[config.mk]
export PLATFORM = sky130hd
export DESIGN_NAME = pipe_chain_ctrl
export DESIGN_NICKNAME = d
export VERILOG_FILES = /design/src/rtl/pipe_chain_ctrl.sv
export SDC_FILE = /design/constraint.sdc
export NUM_CORES = 1
export LEC_CHECK = 0
export BUFFER_PORTS_ARGS = -buffer_cell sky130_fd_sc_hd__buf_2
export CORE_AREA = 2 2 308 310
export DETAILED_ROUTE_END_ITERATION = 6
export DIE_AREA = 0 0 310 312
export PLACE_DENSITY = 0.36
export SYNTH_ARGS = -nofsm -noshare
export SYNTH_HDL_FRONTEND = slang
export SYNTH_SLANG_ARGS = --single-unit
[constraint.sdc]
create_clock -name clk -period 8.3 [get_ports clk]
set_input_delay 1.66 -clock clk [delete_from_list [all_inputs] [get_ports clk]]
set_output_delay 1.66 -clock clk [all_outputs]
set_load 0.02 [all_outputs]
[src/rtl/pipe_chain_ctrl.sv]
// -----------------------------------------------------------------------------
// pipe_chain_ctrl
//
// Valid/allow-in handshake controller for a linear chain of STAGES pipeline
// stages. Each stage latches WIDTH bits of payload. An item leaves stage i when
// that stage's logic reports it is finished and stage i+1 can take it. A flush
// request from stage k cancels every younger stage (0..k-1). The block also
// keeps retire and flush counters and a registered occupancy count.
//
// Ports
//   clk           clock, rising edge
//   resetn        synchronous active-low reset
//   in_valid      item offered to stage 0
//   in_data       payload of the offered item
//   in_ready      stage 0 accepts the offered item this cycle
//   stage_over    bit i: stage i logic has finished its current item
//   nxt_bus       slice i: payload stage i hands to stage i+1
//   flush_req     bit k: cancel stages 0..k-1 (bit 0 has no effect)
//   stage_valid   per-stage valid flags
//   stage_data    per-stage payload, slice i = stage i
//   allow_in      per-stage allow-in
//   retire_valid  last stage retires this cycle
//   retire_data   payload of the retiring item
//   occupancy     number of valid stages (registered)
//   retire_cnt    retired items, wrapping
//   flush_cnt     cycles with an effective flush, saturating
// -----------------------------------------------------------------------------
module pipe_chain_ctrl #(
    parameter int STAGES = 5,
    parameter int WIDTH  = 64
) (
    input  logic                          clk,
    input  logic                          resetn,
    input  logic                          in_valid,
    input  logic [WIDTH-1:0]              in_data,
    output logic                          in_ready,
    input  logic [STAGES-1:0]             stage_over,
    input  logic [(STAGES-1)*WIDTH-1:0]   nxt_bus,
    input  logic [STAGES-1:0]             flush_req,
    output logic [STAGES-1:0]             stage_valid,
    output logic [STAGES*WIDTH-1:0]       stage_data,
    output logic [STAGES-1:0]             allow_in,
    output logic                          retire_valid,
    output logic [WIDTH-1:0]              retire_data,
    output logic [$clog2(STAGES+1)-1:0]   occupancy,
    output logic [31:0]                   retire_cnt,
    output logic [15:0]                   flush_cnt
);

    localparam int OCC_W = $clog2(STAGES+1);

    logic [STAGES-1:0] r_valid;
    logic [WIDTH-1:0]  r_data [STAGES];
    logic [OCC_W-1:0]  r_occ;
    logic [31:0]       r_retire_cnt;
    logic [15:0]       r_flush_cnt;

    logic [STAGES-1:0] w_allow;
    logic [STAGES-1:0] w_kill;
    logic [STAGES-2:0] w_move;
    logic [STAGES-1:0] w_load;
    logic [STAGES-1:0] w_valid_nxt;
    logic [WIDTH-1:0]  w_din [STAGES];
    logic [OCC_W-1:0]  w_occ_nxt;
    logic              w_any_flush;
    logic              w_accept;
    logic              w_retire;
    logic              w_flush0_unused;

    // A flush from stage 0 would cancel nothing, so that bit is not used.
    assign w_flush0_unused = flush_req[0];

    // kill[i] is set when any older stage (index above i) requests a flush.
    always_comb begin
        logic v_acc;
        v_acc  = 1'b0;
        w_kill = '0;
        for (int i = STAGES-1; i >= 1; i--) begin
            v_acc       = v_acc | flush_req[i];
            w_kill[i-1] = v_acc;
        end
    end

    assign w_any_flush = w_kill[0];

    // Allow-in ripples back from the last stage: a stage can take an item if
    // it is empty or its own item is leaving this cycle.
    always_comb begin
        logic v_ok;
        w_allow = '0;
        v_ok    = ~r_valid[STAGES-1] | stage_over[STAGES-1];
        w_allow[STAGES-1] = v_ok;
        for (int i = STAGES-2; i >= 0; i--) begin
            v_ok       = ~r_valid[i] | (stage_over[i] & v_ok);
            w_allow[i] = v_ok;
        end
    end

    always_comb begin
        w_move = '0;
        for (int i = 0; i < STAGES-1; i++) begin
            w_move[i] = r_valid[i] & stage_over[i] & w_allow[i+1] & ~w_kill[i];
        end
    end

    assign in_ready = w_allow[0] & ~w_any_flush;
    assign w_accept = in_valid & in_ready;
    assign w_retire = r_valid[STAGES-1] & stage_over[STAGES-1];

    assign w_din[0] = in_data;
    for (genvar g = 1; g < STAGES; g++) begin : g_din
        assign w_din[g] = nxt_bus[(g-1)*WIDTH +: WIDTH];
    end

    // Next valid and data-load enables. Flush wins over everything; data is
    // only written when a real item arrives, so stalls and flushes never
    // disturb stored payloads.
    always_comb begin
        w_valid_nxt = r_valid;
        w_load      = '0;
        if (w_kill[0]) begin
            w_valid_nxt[0] = 1'b0;
        end else if (w_allow[0]) begin
            w_valid_nxt[0] = w_accept;
            w_load[0]      = w_accept;
        end
        for (int i = 1; i < STAGES; i++) begin
            if (w_kill[i]) begin
                w_valid_nxt[i] = 1'b0;
            end else if (w_move[i-1]) begin
                w_valid_nxt[i] = 1'b1;
                w_load[i]      = 1'b1;
            end else if (w_allow[i]) begin
                w_valid_nxt[i] = 1'b0;
            end
        end
    end

    always_comb begin
        w_occ_nxt = '0;
        for (int i = 0; i < STAGES; i++) begin
            w_occ_nxt = w_occ_nxt + OCC_W'(w_valid_nxt[i]);
        end
    end

    always_ff @(posedge clk) begin
        if (!resetn) begin
            r_valid      <= '0;
            r_occ        <= '0;
            r_retire_cnt <= '0;
            r_flush_cnt  <= '0;
            for (int i = 0; i < STAGES; i++) begin
                r_data[i] <= '0;
            end
        end else begin
            r_valid <= w_valid_nxt;
            r_occ   <= w_occ_nxt;
            for (int i = 0; i < STAGES; i++) begin
                if (w_load[i]) begin
                    r_data[i] <= w_din[i];
                end
            end
            if (w_retire) begin
                r_retire_cnt <= r_retire_cnt + 32'd1;
            end
            if (w_any_flush && (r_flush_cnt != 16'hFFFF)) begin
                r_flush_cnt <= r_flush_cnt + 16'd1;
            end
        end
    end

    for (genvar g = 0; g < STAGES; g++) begin : g_out
        assign stage_data[g*WIDTH +: WIDTH] = r_data[g];
    end

    assign stage_valid  = r_valid;
    assign allow_in     = w_allow;
    assign retire_valid = w_retire;
    assign retire_data  = r_data[STAGES-1];
    assign occupancy    = r_occ;
    assign retire_cnt   = r_retire_cnt;
    assign flush_cnt    = r_flush_cnt;

endmodule

# Yosys cells after proc, flatten, opt, wreduce, memory -nomap -nowiden
# Memory sizes are Yosys's and may differ from the RTL's.
# Cells that the tools add are included.
dict set report classes {
  addsub 6
  n_mul 0
  n_div 0
  magnitude_cmp 0
  eq_ne 1
  shift 0
  muxes 43
  bitwise_logic 41
  reduce_logical 1
}
# operator count
set ops {}
lappend ops {{2-to-1 mux 64 bit} 5}
lappend ops {{2-to-1 mux 1 bit} 38}
lappend ops {{adder 32 x 1 -> 32 bit, second input constant} 1}
lappend ops {{bitwise AND 1 bit} 19}
lappend ops {{adder 16 x 1 -> 16 bit, second input constant} 1}
lappend ops {{inequality test 16 bit, second input constant} 1}
lappend ops {{bitwise OR 1 bit} 13}
lappend ops {{NOT 1 bit} 9}
lappend ops {{adder 3 x 1 -> 3 bit} 2}
lappend ops {{adder 2 x 1 -> 3 bit} 1}
lappend ops {{adder 1 x 1 -> 2 bit} 1}
lappend ops {{logical AND 1 bit} 1}
dict set report totals {
  reg_bits 56
  latchBits 0
  ramBits 320
  rom_bits 0
  in_bits 333
  output_inout_bits 447
  word_cells 97
  mem_count 1
}
# memory words word_bits rd rd_clocked_by_memory_dff write_ports line
set memory_table {}
lappend memory_table {r_data 5 64 5 0 5 53} ;# logic [WIDTH-1:0] r_data [STAGES];

# Logic depth before layout (Yosys ltp)
dict set report depth {
  ltp_word 18
  depth_mapped 11
  mapped_depth_nobuf 11
}

# Worst setup path before layout
# Ideal clock, no wire load.
dict set report synth_timing {
  kind {input to register}
  from {in stage_over[4]}
  to {mem r_data[0][0] (enable)}
  setup_time_ns 0.421
  arrival_ns 4.197
  t_required_ns 7.879
  path_slack_ns 3.682
  cell_stages 6
  n_path_buf 0
  cell_sequence {nand2b_1 > a21oi_1 > o221a_2 > inv_1 > and2_1 > a21o_1}
}
# element line
set synth_lines {}
lappend synth_lines {{start: declaration} 37} ;# input logic [STAGES-1:0] stage_over,
lappend synth_lines {{end: declaration} 53}

# Worst setup path in the final report
dict set report layout_timing {
  from {in flush_req[4]}
  to {out in_ready}
}
dict set report layout_between {
  elab_chain_len 5
}
# element line
set layout_lines {}
lappend layout_lines {{start: declaration} 39} ;# input logic [STAGES-1:0] flush_req,
lappend layout_lines {{bitwise OR 1 bit (3 in a row)} 79} ;# v_acc = v_acc | flush_req[i];
lappend layout_lines {{NOT 1 bit} 106} ;# assign in_ready = w_allow[0] & ~w_any_flush;
lappend layout_lines {{bitwise AND 1 bit} 106}
lappend layout_lines {{end: declaration} 36} ;# output logic in_ready,
# No other way between the ends.

==> impl_metrics.json <==
{
  "core_area_um2": 93050,
  "p_per_area_nw_per_um2": 191.5,
  "place_area_um2": 21410,
  "max_slew_margin": 0.2599,
  "start_kind": "input port",
  "die_x_um": 310,
  "seq_area_frac_synth": 0.6350,
  "skew_ns": 0.03056,
  "cts_tree": "yes",
  "nets": 2125,
  "portBuffers": 778,
  "rsz0062_at_grt": "no",
  "ys.warnings.count": 0,
  "grt_pass1_wl_mm": 84.71,
  "design_area_um2": 22840,
  "dieArea_um2": 96720,
  "hold_path.class": "register to register",
  "yosys_register_bits": 376,
  "fp-row-count": 112,
  "yosysTopAreaCell": "edfxtp_1",
  "synth_top_area_frac": 0.5687,
  "clock-sinks": 376,
  "setup_viol": 0,
  "cts_setup_buffers": 0,
  "gr-total-overflow": 0,
  "drt-total-wl_mm": 61.06,
  "worst_pin_slew_ns": 1.101,
  "drv_slew": 0,
  "power_leakage_nw": 9.431,
  "h-tree-depth": 2,
  "arrival_ns": 3.23,
  "clk_latency_ns": 0.60,
  "synth_nets": 1431,
  "maxCapViolCount": 0,
  "run_status": "finished clean",
  "fin_ws_ns": 3.410,
  "synth_async_sr_flop_share": 0,
  "gp_congestion": 0.7675,
  "layout_min_cycle_time_ns": 4.890,
  "holdPathStages": 2,
  "numCtsBuffers": 48,
  "cts_resized": 0,
  "drive_above_1_share": 0.6383,
  "worstPathMaxFanout": 11,
  "antenna_found_initial": 25,
  "cp_data_required_time_ns": 6.64,
  "netlist-cell-type-count": 46,
  "start_util": 0.1816,
  "syn_area_um2": 16900,
  "critPathCaptureType": "output pin",
  "ff2ff_path_depth": 7,
  "finalHoldViolCount": 0,
  "syn_avg_cell_area_um2": 15.46,
  "vias_per_cell": 3.759,
  "fin_tns_setup_ns": 0,
  "synth-edff-count": 320,
  "cts_max_path_buffers": 3,
  "place_ws_ns": 3.050,
  "first_pass_iters": 4,
  "r2r_setup_slack_ns": 4.61,
  "root_buffer": "clkbuf_16",
  "postRouteAntennaNets": 0,
  "wire_per_inst_um": 19.80,
  "fin_crit_sh": 0.5892,
  "syn_to_final_growth_pct": 35.14,
  "hold_buffers": 0,
  "synth_area_leaders": "edfxtp_1, a21boi_2, dfxtp_1",
  "synthesis.instances": 1093,
  "fp.dieH_um": 312,
  "drcViolationCount": 0,
  "ios": 780,
  "grt_pass1_vias": 11840,
  "dr_total_vias": 11590,
  "crit_type": "input port to output pin",
  "hpwl_mm": 45.02,
  "synth_ff_type": "edfxtp_1",
  "grt_usage": 0.1201,
  "fmax_mhz": 204.5,
  "grt_max_degree": 130,
  "irDropWorstVdd_mv": 0.1322,
  "path_clk_slew_ns": 0.05,
  "drt_iter0_drc": 518
}
where the power goes:
group | internal [mW] | total, mW | switching [mW]
clock | 1.11 | 1.94 | 0.833
sequential | 2.09 | 2.11 | 0.0175
combinational | 0.132 | 0.319 | 0.187
cell families after synthesis:
family / after synthesis / share of synthesized area
adders and majority gates: 5 / 0.004591
AOI/OAI and AO/OA: 361 / 0.2235
and+or+nand+nor: 156 / 0.04724
DFF: 376 / 0.6350
xor gates and xnor gates: 35 / 0.01814
buffers and inverters: 160 / 0.07153
state kept, by name (all words and copies together) (netlist names):
| name | flops |
|---|---|
| r_data | 320 |
| retire_cnt | 32 |
| flush_cnt | 16 |
| stage_valid | 5 |
| occupancy | 3 |
placed cells by master, fill, tap and decap left out, drive strengths merged, types with 20 or more instances in the layout:
cell type | synthesis | routed
a21boi | 321 | 321
buf | 133 | 790
clkbuf | 13 | 64
clkinv | 1 | 20
dfxtp | 56 | 56
edfxtp | 320 | 320
nand2 | 26 | 26
nor2 | 46 | 46
xnor2 | 29 | 29
synth_stat cells (2+ instances only):
library cell  count
nor3b_1           2
nand3_1          17
buf_2             6
nand2_1          26
a21boi_2        300
clkbuf_1         13
xor2_1            6
a21boi_0         21
inv_1            13
dfxtp_1          56
and4_1            6
or4_1             2
nor2_1           46
ha_1              3
fa_1              2
buf_6            33
nor3_1           16
a311oi_1          2
and4b_1           2
xnor2_1          29
and3_1            2
or3_1            10
nor4_1            2
buf_4            94
a31oi_1           3
o21ai_0          13
a21oi_1          13
edfxtp_1        320
nand4_1           7
and2_1            8
nand2b_1          5
worst paths after layout:
check / from / endpoint
worst min-delay path: retire_cnt[30]$_SDFFE_PN0P_ / retire_cnt[30]$_SDFFE_PN0P_
worst max register to register: stage_valid[4]$_SDFF_PN0_ / r_data[0][314]$_SDFFCE_PP0P_
worst max-delay path: flush_req[4] / in_ready
worst min register to register: retire_cnt[30]$_SDFFE_PN0P_ / retire_cnt[30]$_SDFFE_PN0P_
through the flow:
step / hold WS (ns) / cells / util / total power, mW
floorplan: 0.5632 / 1093 / - / 2.320
global placement: 0.4795 / 2991 / 0.2301 / 2.479
detailed placement: 0.4990 / 2991 / 0.2301 / 2.478
CTS: 0.5058 / 3076 / 0.2452 / 4.477
global route: 0.5410 / 3080 / 0.2453 / 4.561
finish: 0.4989 / 3083 / 0.2454 / 4.373
area by class of cell:
cell class,count,area (µm²)
Tap cell,1254,1569
Timing Repair Buffer,790,4046
Fill cell,9944,70210
Multi-Input combinational cell,557,5009
Clock buffer,64,1282
Clock inverter,21,128.9
Inverter,14,52.55
Antenna cell,7,17.52
Sequential cell,376,10730
worst max-delay path: stages:
cell and delay [ns]:
buf_2 0.14, nor4_2 0.94, and2_1 0.28, buf_2 0.20
per-layer routing:
| metal | up-vias | GRT usage | wire length (µm) | part of all wire |
|---|---|---|---|---|
| met5 | - | 0 | 179 | 0.0029 |
| li1 | 5387 | - | - | - |
| met2 | 505 | 0.2104 | 30640 | 0.50 |
| met1 | 5567 | 0.1250 | 21800 | 0.36 |
| met4 | 28 | 0.03876 | 1471 | 0.024 |
| met3 | 103 | 0.05832 | 6958 | 0.11 |
(Power assumes the default switching activity.)
